**src/rtl/regfile_pkg.sv**
```systemverilog
// Shared defaults for the register file and a helper that locates a port's
// slice inside a packed multi-port bus.
package regfile_pkg;

  localparam int DEF_DATA_W   = 64;
  localparam int DEF_ADDR_W   = 5;
  localparam int DEF_ZERO_IDX = 31;

  // Low bit of element idx in a packed vector of w-bit elements.
  function automatic int slice_lo(input int idx, input int w);
    return idx * w;
  endfunction

endpackage

```
**src/rtl/regfile_scoreboard.sv**
```systemverilog
// Pending-write scoreboard: one bit per register set at issue and cleared at
// writeback, a running count of pending registers, and busy lookup per read port.
module regfile_scoreboard
  import regfile_pkg::*;
#(
  parameter int ADDR_W   = DEF_ADDR_W,
  parameter int NUM_RD   = 2,
  parameter int ZERO_IDX = DEF_ZERO_IDX,
  parameter int BYPASS   = 1
) (
  input  logic                     clk_i,
  input  logic                     rst_i,
  input  logic [NUM_RD*ADDR_W-1:0] ra_i,
  input  logic                     issue_v_i,
  input  logic [ADDR_W-1:0]        issue_rd_i,
  input  logic                     reg_wr_i,
  input  logic [ADDR_W-1:0]        rw_i,
  output logic [NUM_RD-1:0]        busy_o,
  output logic [ADDR_W:0]          pend_cnt_o
);

  localparam int                DEPTH = 2 ** ADDR_W;
  localparam logic [ADDR_W-1:0] ZIDX  = ADDR_W'(ZERO_IDX);
  localparam logic [ADDR_W:0]   ONE   = {{ADDR_W{1'b0}}, 1'b1};

  logic [DEPTH-1:0] pend_q, pend_d;
  logic [ADDR_W:0]  cnt_q, cnt_d;
  logic             set_ok, clr_ok, inc, dec;

  always_comb begin
    set_ok = issue_v_i && (issue_rd_i != ZIDX);
    clr_ok = reg_wr_i && (rw_i != ZIDX);
    // Set is applied after clear so a same-index issue keeps the bit high.
    pend_d = pend_q;
    if (clr_ok) pend_d[rw_i] = 1'b0;
    if (set_ok) pend_d[issue_rd_i] = 1'b1;
    inc   = set_ok && !pend_q[issue_rd_i];
    dec   = clr_ok && pend_q[rw_i] && !(set_ok && (issue_rd_i == rw_i));
    cnt_d = cnt_q;
    if (inc && !dec)      cnt_d = cnt_q + ONE;
    else if (dec && !inc) cnt_d = cnt_q - ONE;
  end

  always_ff @(posedge clk_i or posedge rst_i) begin
    if (rst_i) begin
      pend_q <= '0;
      cnt_q  <= '0;
    end else begin
      pend_q <= pend_d;
      cnt_q  <= cnt_d;
    end
  end

  assign pend_cnt_o = cnt_q;

  for (genvar g = 0; g < NUM_RD; g++) begin : g_busy
    localparam int ALO = slice_lo(g, ADDR_W);
    logic [ADDR_W-1:0] ra;
    logic              wr_hit;

    assign ra          = ra_i[ALO +: ADDR_W];
    assign wr_hit      = (BYPASS != 0) && reg_wr_i && (rw_i == ra);
    assign busy_o[g]   = (ra != ZIDX) && pend_q[ra] && !wr_hit;
  end

endmodule

```
**src/rtl/register_file_sb.sv**
```systemverilog
// Multi-read-port register file with write-through bypass, a hard-wired zero
// register, and a pending-write scoreboard that reports RAW hazards as Stall.
module register_file_sb
  import regfile_pkg::*;
#(
  parameter int DATA_W   = DEF_DATA_W,
  parameter int ADDR_W   = DEF_ADDR_W,
  parameter int NUM_RD   = 2,
  parameter int ZERO_IDX = DEF_ZERO_IDX,
  parameter int BYPASS   = 1
) (
  input  logic                     Clk,
  input  logic                     Reset,
  input  logic [NUM_RD*ADDR_W-1:0] RA,
  input  logic [NUM_RD-1:0]        RdEn,
  output logic [NUM_RD*DATA_W-1:0] Bus,
  output logic [NUM_RD-1:0]        RdBusy,
  output logic                     Stall,
  input  logic                     IssueV,
  input  logic [ADDR_W-1:0]        IssueRd,
  input  logic                     RegWr,
  input  logic [ADDR_W-1:0]        RW,
  input  logic [DATA_W-1:0]        BusW,
  output logic [ADDR_W:0]          PendCnt
);

  localparam int                DEPTH = 2 ** ADDR_W;
  localparam logic [ADDR_W-1:0] ZIDX  = ADDR_W'(ZERO_IDX);

  logic [DATA_W-1:0] regs_q [DEPTH];
  logic [NUM_RD-1:0] busy;
  logic              wr_ok;

  assign wr_ok = RegWr && (RW != ZIDX);

  always_ff @(posedge Clk or posedge Reset) begin
    if (Reset) begin
      for (int i = 0; i < DEPTH; i++) regs_q[i] <= '0;
    end else if (wr_ok) begin
      regs_q[RW] <= BusW;
    end
  end

  regfile_scoreboard #(
    .ADDR_W  (ADDR_W),
    .NUM_RD  (NUM_RD),
    .ZERO_IDX(ZERO_IDX),
    .BYPASS  (BYPASS)
  ) u_sb (
    .clk_i     (Clk),
    .rst_i     (Reset),
    .ra_i      (RA),
    .issue_v_i (IssueV),
    .issue_rd_i(IssueRd),
    .reg_wr_i  (RegWr),
    .rw_i      (RW),
    .busy_o    (busy),
    .pend_cnt_o(PendCnt)
  );

  // Outputs are forced quiet while Reset is held, even if BusW is being driven.
  assign RdBusy = busy & ~{NUM_RD{Reset}};
  assign Stall  = |(RdEn & RdBusy);

  for (genvar g = 0; g < NUM_RD; g++) begin : g_rd
    localparam int ALO = slice_lo(g, ADDR_W);
    localparam int DLO = slice_lo(g, DATA_W);
    logic [ADDR_W-1:0] ra;
    logic [DATA_W-1:0] rdata;

    assign ra = RA[ALO +: ADDR_W];

    always_comb begin
      rdata = regs_q[ra];
      if (Reset || (ra == ZIDX))                        rdata = '0;
      else if ((BYPASS != 0) && RegWr && (RW == ra))    rdata = BusW;
    end

    assign Bus[DLO +: DATA_W] = rdata;
  end

endmodule

```
**config.mk**
```make
export PLATFORM = sky130hd
export DESIGN_NAME = register_file_sb
export DESIGN_NICKNAME = d
export VERILOG_FILES = /design/src/rtl/regfile_pkg.sv /design/src/rtl/regfile_scoreboard.sv /design/src/rtl/register_file_sb.sv
export SDC_FILE = /design/constraint.sdc
export NUM_CORES = 2
export LEC_CHECK = 0
export BUFFER_PORTS_ARGS = -buffer_cell sky130_fd_sc_hd__buf_2
export CAP_MARGIN = 0
export CORE_MARGIN = 3
export CORE_UTILIZATION = 32
export CTS_BUF_LIST = sky130_fd_sc_hd__clkbuf_8
export DETAILED_ROUTE_END_ITERATION = 10
export GPL_TIMING_DRIVEN = 0
export SLEW_MARGIN = 20
export SYNTH_ARGS = -nofsm -noshare
export SYNTH_HDL_FRONTEND = slang
export SYNTH_HIERARCHICAL = 1
export SYNTH_SLANG_ARGS = --single-unit
```
**constraint.sdc**
```tcl
create_clock -name Clk -period 111.2 [get_ports Clk]
set_clock_uncertainty 0.05 [all_clocks]
set_input_delay 5.56 -clock Clk [delete_from_list [all_inputs] [get_ports Clk]]
set_output_delay 5.56 -clock Clk [all_outputs]
set_load 0.005 [all_outputs]
```
==> impl_metrics.yaml <==
critical_path:
  path_buf_inv: 6
  r2r_cells: 13
  slowest_stage: "nor4_1"
  reg2reg_to: "u_sb/pend_cnt_o[5]"
  critical_path_class: "in -> out"
  r2r-start: "u_sb/pend_q[0]"
  cp_top_family: "buffers and inverters"
  r2r_slack_ns: 107.71
  start_kind: "input pin"
  path_cells: "buf_4 > buf_6 > buf_6 > or2_2 > buf_2 > clkbuf_1 > o22ai_1 > nor2_1 > nor2_1 > nor4_1 > buf_2"
  arrival_ns: 10.09
  cpPeakStageDelay_ns: 0.82
  endpoint_kind: "primary output"
  path_max_fanout: 15
  critPathRequiredTime_ns: 105.59
clock_network:
  cts-buffers-inserted: 350
  clk_pin_slew_ns: 0.06
  worstSkewPairLatency_ns: 1.00
  cts_tree: "yes"
  clk_path_buf_depth: 4
  cts_setup_buffers: 0
  cts_hold_buf: 0
  htreeDepth: 5
  cts_sinks: 2086
  root_buffer: "clkbuf_8"
  cts_resized: 0
power:
  p_leak_nw: 55.4
  p_per_area_nw_per_um2: 17.4
  vdd_drop_max_mv: 0.0101
yosys:
  synthAdderAreaFrac_pct: 0.0732
  synth_xor_area_share_pct: 0.217
  ys_ff_latch: 2086
  ys_warn_count: 6
  synth_area_leaders: "dfrtp_1 (46%), mux4_2 (22%), mux2_2 (20%), mux2i_1 (2.2%), buf_2 (1.5%)"
  synth_top_area_share_pct: 46.3
  synth_top_family_by_area: "multiplexers"
  synthSimpleGateAreaFrac_pct: 2.11
  muxShareOfSynthArea_pct: 44.3
  syn_nets: 7382
  synthFlopType: "dfrtp_1"
  syn_inst: 7286
  synth_cell_types: 65
  syn_area_um2: 113000
  synth-edff-count: 0
  yosysSeqAreaShare_pct: 46.3
  synth-compound-area-share_pct: 3.30
  avgSynthCellArea_um2: 15.5
  yosysTopAreaCell: "dfrtp_1"
  synthArstFlopShare_pct: 100
route:
  wl_met1_um: 162000
  vias_per_cell: 5.93
  ant_nets: 0
  drtIter0Drc: 7693
  wirelength_um: 425000
  drc_errors: 0
  drt_pass1_iterations: 6
  num_vias: 76200
  met2_wirelength_um: 197000
  routed.top_layer: "met5"
  wl_met3_um: 37200
  wl_per_cell_um: 33.0
finish:
  fin_area_um2: 129000
  drive_gt1_share_pct: 54.0
  syn2layout_area_growth_pct: 14.0
  final_cell_mix: "dfrtp_1 (2086), mux2_2 (1975), mux4_2 (1106)"
  fin_nets: 8011
  final_common_cell: "dfrtp_1"
hold_path:
  hold_path_depth: 1
  min_to: "regs_q[3]"
  hold_start: "regs_q[3]"
  hold_class: "reg -> reg"
placement:
  detailedPlace.worstSlack_ns: 95.70
  dp.final_hpwl_um: 310000
  port_buffers: 216
  gp_congestion: 0.889
  postPlaceCellArea_um2: 121000
sta:
  max-slew-margin-rel_pct: 13.5
  rsz0062_at_grt: "no"
  finalSetupViolCount: 0
  max_freq_mhz: 63.7
  maxSlewViolCount: 0
  tightest_slew_ns: 1.30
  final.setup.tns_ns: 0
  layout_setup_ws_ns: 95.50
  hold_viol_final: 0
  period_needed_ns: 15.70
  period_share_pct: 14.1
global_routing:
  grt_pass1_vias: 79600
  grt_remaining_overflow: 0
  grt_first_pass_wirelength_um: 600000
  antenna_found_initial: 103
  grt_use_total_pct: 23.3
  grt_max_degree: 110
floorplanning:
  core_um2: 350000
  start_util_pct: 32.2
  io_pins: 227
  fp-row-count: 217
  dieWidth_um: 600
  die_area_um2: 360000
  die-height_um: 600
job:
  drv_cap: 0
status:
  status: "complete, no violations"
==> where the power goes <==
group	switching [W]	internal, W
combinational	0.000216	0.000290
sequential	0.000112	0.000905
clock	0.000334	0.000381
==> per-stage QoR <==
step	utilization (%)	cells	total power, W	hold slack (ns)
after floorplan	-	7286	0.00137	0.390
final	36.7	12900	0.00224	0.429
after global placement	34.2	12100	0.00150	0.402
after CTS	36.7	12800	0.00224	0.431
after global routing	36.7	12800	0.00233	0.444
after detailed placement	34.6	12200	0.00153	0.418
==> routing by layer <==
metal / GRT usage, % / up-vias
li1: - / 29700
met1: 28.4 / 41300
met2: 36.3 / 4004
met3: 6.74 / 1132
met4: 14.4 / 46
met5: 0 / -
==> worst reg2reg max path, delay by kind of cell (launching register included) <==
kind	cells	cell delay (ns)
and+or+nand+nor	3	0.34
xor gates and xnor gates	1	0.17
DFF	1	0.42
adders and majority gates	2	0.69
muxes	2	0.70
buffers and inverters	1	0.16
AOI/OAI and AO/OA	4	0.81
==> sequential cells by signal, summed over array words and instances (netlist names) <==
signal           flops
u_sb/pend_cnt_o      6
u_sb/pend_q         32
regs_q            2048
==> kinds of logic after synthesis <==
family | count (synthesis)
AO/OA/AOI/OAI | 438
XOR/XNOR | 28
adder cells (fa/ha/maj) | 6
buffers and inverters | 875
flip-flops | 2086
multiplexers | 3343
AND/OR/NAND/NOR | 510
==> worst max path at each step <==
stage          startpoint         to  slack (ns)  cells after the start
2_1_floorplan       Reset  regs_q[0]       47.71                      1
3_3_place_gp        Reset     Bus[1]       -4.09                      5
3_5_place_dp        RA[8]    Bus[94]       95.70                      9
4_1_cts             RA[8]    Bus[94]       95.70                      9
5_1_grt             RA[1]    Bus[60]       95.65                     11
6_report            RA[1]    Bus[60]       95.50                     11
==> cells in the mapped netlist, drive strengths merged, types with 4 or more instances <==
master and count:
nand2 60, nand3b 10, a21oi 6, clkbuf 401, mux2i 251, o21ai 97, ha 5, o221ai 56
xnor2 10, nor4 73, a2111oi 58, dfrtp 2086, nor2 292, o22a 54, o22ai 21, buf 463
xor2 18, mux2 1975, o211a 61, nand4 4, nor3b 5, inv 11, a22oi 63, nand3 15
mux4 1117, nor2b 19, o31ai 4, nand2b 8, nor3 8
==> layout make-up <==
type / count / area [um2]
antenna: 74 / 185
multi-input combinational: 4325 / 56600
fill: 33100 / 222000
sequential: 2086 / 52200
buffer: 864 / 4200
clock buffer: 443 / 6100
timing repair buffer: 277 / 2470
clock inverter: 173 / 1040
tap: 4599 / 5750
inverter: 11 / 48.8
Note: power is estimated with default switching activity, not from simulation.
